$ cat config.mk
export PLATFORM = sky130hd
export DESIGN_NAME = rom_arbiter
export DESIGN_NICKNAME = d
export VERILOG_FILES = /design/src/rtl/rom_arbiter.sv
export SDC_FILE = /design/constraint.sdc
export NUM_CORES = 1
export LEC_CHECK = 0
export ABC_AREA = 0
export CAP_MARGIN = 20
export CORE_MARGIN = 2
export CORE_UTILIZATION = 39
export DETAILED_ROUTE_END_ITERATION = 12
export PLACE_DENSITY = 0.81
export SYNTH_ARGS = -nofsm -noshare
export SYNTH_HDL_FRONTEND = slang
export SYNTH_SLANG_ARGS = --single-unit
$ cat constraint.sdc
create_clock -name clk -period 3.45 [get_ports clk]
set_clock_uncertainty 0.15 [all_clocks]
set_input_delay 0.69 -clock clk [delete_from_list [all_inputs] [get_ports clk]]
set_output_delay 0.69 -clock clk [all_outputs]
set_load 0.05 [all_outputs]
$ cat src/rtl/rom_arbiter.sv
// rom_arbiter: shares one combinational instruction ROM between the fetch (F)
// and data-load (D) requesters. Round-robin arbitration, one registered
// response slot per port, one cycle from acceptance to response.
//
// Handshake rule for every channel: a transfer happens on a rising clk edge
// where valid and ready are both 1. Requesters must not make valid depend on
// ready. The arbiter's req_ready may depend on req_valid.

module rom_arbiter #(
    parameter int XLEN      = 32,
    parameter int ROM_BYTES = 1024
) (
    input  logic            clk,
    input  logic            rst_n,

    output logic [XLEN-1:0] rom_addr,
    input  logic [XLEN-1:0] rom_data,

    input  logic            f_req_valid,
    output logic            f_req_ready,
    input  logic [XLEN-1:0] f_req_addr,
    output logic            f_rsp_valid,
    input  logic            f_rsp_ready,
    output logic [XLEN-1:0] f_rsp_data,
    output logic            f_rsp_err,

    input  logic            d_req_valid,
    output logic            d_req_ready,
    input  logic [XLEN-1:0] d_req_addr,
    output logic            d_rsp_valid,
    input  logic            d_rsp_ready,
    output logic [XLEN-1:0] d_rsp_data,
    output logic            d_rsp_err
);

    // Full-width limit so high addresses never wrap into the ROM range.
    localparam logic [XLEN-1:0] LP_ROM_LIMIT = XLEN'(ROM_BYTES);

    typedef enum logic {
        GNT_F = 1'b0,
        GNT_D = 1'b1
    } gnt_t;

    gnt_t            r_last_gnt;

    logic            r_f_rsp_valid;
    logic [XLEN-1:0] r_f_rsp_data;
    logic            r_f_rsp_err;
    logic            r_d_rsp_valid;
    logic [XLEN-1:0] r_d_rsp_data;
    logic            r_d_rsp_err;

    logic            w_f_elig;
    logic            w_d_elig;
    logic            w_gnt_f;
    logic            w_gnt_d;
    logic [XLEN-1:0] w_gnt_addr;
    logic            w_err;

    // A port is eligible only if its slot is free or being drained this cycle.
    assign w_f_elig = f_req_valid && (!r_f_rsp_valid || f_rsp_ready);
    assign w_d_elig = d_req_valid && (!r_d_rsp_valid || d_rsp_ready);

    // Round-robin: on contention the port that did not win last time wins.
    // Nothing is accepted while reset is held.
    assign w_gnt_f = rst_n && w_f_elig && (!w_d_elig || (r_last_gnt == GNT_D));
    assign w_gnt_d = rst_n && w_d_elig && (!w_f_elig || (r_last_gnt == GNT_F));

    assign f_req_ready = w_gnt_f;
    assign d_req_ready = w_gnt_d;

    // Address of the winning port (zero when nobody is granted).
    always_comb begin
        w_gnt_addr = '0;
        if (w_gnt_f) begin
            w_gnt_addr = f_req_addr;
        end else if (w_gnt_d) begin
            w_gnt_addr = d_req_addr;
        end
    end

    assign rom_addr = {w_gnt_addr[XLEN-1:2], 2'b00};

    // Misaligned or out-of-range accesses still consume the grant and slot.
    assign w_err = (w_gnt_addr[1:0] != 2'b00) || (w_gnt_addr >= LP_ROM_LIMIT);

    // Fairness pointer: moves only when a grant is issued.
    always_ff @(posedge clk or negedge rst_n) begin
        if (!rst_n) begin
            r_last_gnt <= GNT_D;
        end else if (w_gnt_f) begin
            r_last_gnt <= GNT_F;
        end else if (w_gnt_d) begin
            r_last_gnt <= GNT_D;
        end
    end

    // F response slot: load on grant (replacing a draining entry), else drain.
    always_ff @(posedge clk or negedge rst_n) begin
        if (!rst_n) begin
            r_f_rsp_valid <= 1'b0;
            r_f_rsp_data  <= '0;
            r_f_rsp_err   <= 1'b0;
        end else if (w_gnt_f) begin
            r_f_rsp_valid <= 1'b1;
            r_f_rsp_err   <= w_err;
            r_f_rsp_data  <= w_err ? '0 : rom_data;
        end else if (r_f_rsp_valid && f_rsp_ready) begin
            r_f_rsp_valid <= 1'b0;
        end
    end

    // D response slot: load on grant (replacing a draining entry), else drain.
    always_ff @(posedge clk or negedge rst_n) begin
        if (!rst_n) begin
            r_d_rsp_valid <= 1'b0;
            r_d_rsp_data  <= '0;
            r_d_rsp_err   <= 1'b0;
        end else if (w_gnt_d) begin
            r_d_rsp_valid <= 1'b1;
            r_d_rsp_err   <= w_err;
            r_d_rsp_data  <= w_err ? '0 : rom_data;
        end else if (r_d_rsp_valid && d_rsp_ready) begin
            r_d_rsp_valid <= 1'b0;
        end
    end

    assign f_rsp_valid = r_f_rsp_valid;
    assign f_rsp_data  = r_f_rsp_data;
    assign f_rsp_err   = r_f_rsp_err;
    assign d_rsp_valid = r_d_rsp_valid;
    assign d_rsp_data  = r_d_rsp_data;
    assign d_rsp_err   = r_d_rsp_err;

endmodule

==> qor.tcl <==
set qor(start_util_pct) 39.8
set qor(hpwlAfterDp_microns) 8540
set qor(cts_setup_buffers) 0
set qor(cts_tree) {built}
set qor(worstPathArrival_ns) 2.52
set qor(yosys.area.top_type_share_pct) 46.9
set qor(timing.final.hold_violations) 0
set qor(power_frac_clock_pct) 32.5
set qor(die_area_sq_um) 10100
set qor(drc_errors) 0
set qor(fillerInstances) 688
set qor(power.total_mw) 2.60
set qor(static-leakage-power_nw) 2.54
set qor(synthesis.area_per_instance_sq_um) 8.87
set qor(cts_htree_levels) 3
set qor(wire_length_of_the_first_global_routing_pass_microns) 19100
set qor(floorplan.core_area_sq_um) 9110
set qor(min-delay-path-class) {flop to flop}
set qor(die-width_microns) 100
set qor(startpoint_type) {input pin}
set qor(cp.required_ns) 2.61
set qor(gp_congestion) 0.844
set qor(critPathCaptureType) {output port}
set qor(number_of_buffers_inserted_during_clock_tree_synthesis) 9
set qor(final_max_slew_viol_count) 0
set qor(post_drt_via_cell_ratio) 5.34
set qor(worst_path_dominant_cell_family) {buffers and inverters}
set qor(clock.fmax_mhz) 298
set qor(post_route_cells_drive_above_1_share_pct) 17.0
set qor(cts.sinks) 69
set qor(synth-edff-count) 0
set qor(synth-main-ff-cell) {dfrtp_1}
set qor(insertedDiodeCount) 0
set qor(synth-seq-area-share_pct) 47.7
set qor(share_seq_of_total_power_pct) 32.9
set qor(synthDominantAreaCellType) {dfrtp_1}
set qor(drt-initial-drc-count) 211
set qor(unrepaired_setup_endpoints_after_global_routing) {no}
set qor(placed_cells_incl_taps) 701
set qor(finalNonFillerCells) 717
set qor(syn_std_cell_area_sq_um) 3630
set qor(timing.critical_path.fanout_max) 10
set qor(crit_path_max_incr_delay_ns) 0.42
set qor(switching_share_pct) 34.0
set qor(timing.setup.critical_path_class) {input pin to output port}
set qor(drt_wl_total_microns) 12000
set qor(period_share_pct) 97.4
set qor(ctsLongestPathBuffers) 2
set qor(drv_cap) 0
set qor(cts_hold_buffers) 0
set qor(power.switching_uw) 884
set qor(startpoint) {d_rsp_ready}
set qor(fin_worst_hold_slack_ns) 0.329
set qor(synth_async_sr_flop_share_pct) 100
set qor(ios) 204
set qor(rows) 35
set qor(worst_setup_hold_path_clk_slew_ns) 0.07
set qor(final_critical_path_time_including_i_o_delays_and_setup_ns) 3.36
set qor(clk-insertion-delay-late_ns) 0.34
set qor(most_frequent_cell_after_synthesis) {nand2_1}
set qor(cts.repair.resized) 0
set qor(max_slew.worst_pin.slew_ns) 0.870
set qor(fin_util_pct) 68.0
set qor(synth-warning-count) 0
set qor(synthDistinctLibCells) 31
set qor(hold_path_startpoint) {d_rsp_data[17]}
set qor(dr.pass1.iters) 5
set qor(ir_worst_vdd_mv) 0.297
set qor(critPathSlowestCell) {clkdlybuf4s50_1}
set qor(grt_pass1_vias) 3876
set qor(synth-seq-cells) 69
set qor(regToRegStartpoint) {r_last_gnt}
set qor(synthCells) 409
set qor(routedWlPerCell_microns) 16.7
set qor(globalRoute.totalOverflow) 0
set qor(critical_path_buffer_and_inverter_count) 3
set qor(finalSetupViolations) 0
set qor(initial_antenna_violation_count) 0
set qor(die_h_microns) 100
set qor(status) {finished, final reports clean}
set qor(pin_count_of_the_biggest_net_entering_global_routing) 69
set qor(numPortBuffers) 201
set qor(cellInternalPower_mw) 1.72
set qor(synth.top_cells.by_area) {dfrtp_1, nand2_1, o31ai_1, o31ai_2, o22ai_1}
set qor(synthToLayoutAreaGrowth_pct) 70.7
set qor(slew_headroom_pct) 42.0
set qor(cell_at_the_root_of_the_clock_tree) {clkbuf_8}
set qor(finalNetCount) 703
set qor(fin_tns_setup_ns) 0
set qor(detailroute.via_count) 3832
set qor(power_frac_comb_pct) 34.6
set qor(ant_nets) 0
set qor(power_density_nw_per_um2) 420
set qor(global_route.usage.total_pct) 24.3
set qor(cp_cell_sequence) {clkdlybuf4s50_1, nand2b_4, a311o_2, or2_1, inv_2, a22o_2, buf_4}
set qor(synth_top_cells_by_count) {nand2_1, dfrtp_1, o31ai_1}
per-layer routing:
metal | global-route usage (%) | up-vias | part of all wire, %
met1 | 28.3 | 1828 | 39
met3 | 7.17 | 31 | 8.0
met4 | 11.3 | 0 | 3.2
met2 | 41.1 | 179 | 50
li1 | - | 1794 | -
met5 | 0 | - | 0
path summary, 6_finish.rpt:
kind	end	slack (ns)	cells past startpoint
min in group asynchronous	r_last_gnt	0.42	1
hold / removal	d_rsp_data[17]	0.33	2
setup reg to reg	f_rsp_data[30]	0.74	8
setup / recovery	rom_addr[5]	0.09	7
hold reg to reg	d_rsp_data[17]	0.33	2
max in group asynchronous	d_rsp_data[5]	1.82	2
worst register-to-register path, cell delays in order (launching register included):
cell and delay (ns):
dfstp_2 0.54, nand2_1 0.10, o211ai_4 0.21, buf_4 0.24, o22ai_1 0.12, nor4_1 0.37
nand4_1 0.21, buf_12 0.26, o31ai_1 0.39
metrics by stage:
stage	instance area [sq um]	worst slack [ns]
after floorplan	3640	0.0304
after global placement	5930	0.150
after detailed placement	5930	0.0915
after CTS	6190	0.0905
after global routing	6190	0.0217
final	6190	0.0902
final cells by class:
| class | count | area, sq um | share of cell area [%] |
|---|---|---|---|
| inverter | 5 | 18.8 | 0.303 |
| tap | 111 | 139 | 2.24 |
| sequential | 69 | 1730 | 27.9 |
| clock buffer | 11 | 151 | 2.45 |
| clock inverter | 5 | 106 | 1.72 |
| timing repair buffer | 220 | 2400 | 38.7 |
| multi-input combinational | 296 | 1650 | 26.7 |
power groups by stage:
| stage | clock [mW] | sequential [mW] | combinational (mW) |
|---|---|---|---|
| 2_1_floorplan | 0 | 0.958 | 0.426 |
| 4_1_cts | 0.855 | 0.856 | 0.902 |
| 3_5_place_dp | 0 | 0.872 | 0.900 |
| 5_1_grt | 0.898 | 0.859 | 0.952 |
| 3_3_place_gp | 0 | 0.871 | 0.891 |
| 6_report | 0.844 | 0.856 | 0.901 |
kinds of logic (layout without fill, tap and decap cells):
family	Yosys count	in the layout	synth area share (%)
buf+inv	45	241	7.21
compound gates	99	99	22.8
other cells	1	2	0.103
simple gates	195	195	22.2
flops	69	69	47.7
sequential cells by signal (all words and copies together) (netlist names):
name	flops
f_rsp_valid	1
d_rsp_valid	1
f_rsp_data	32
d_rsp_err	1
r_last_gnt	1
f_rsp_err	1
d_rsp_data	32
cell usage in the layout, fill, tap and decap left out, drive strengths merged, types with 2 or more instances in the layout:
cell type,netlist,layout
dfrtp,68,68
conb,1,2
nor3,3,3
clkinv,1,2
nor2,2,2
bufinv,0,3
nand2,175,175
a22o,8,8
o22a,2,2
or2,2,2
buf,26,52
nand2b,2,2
nand3,3,3
inv,4,4
o22ai,22,22
nor4,6,6
clkdlybuf4s50,0,168
clkbuf,14,11
o31ai,64,64
(Power assumes the default switching activity.)
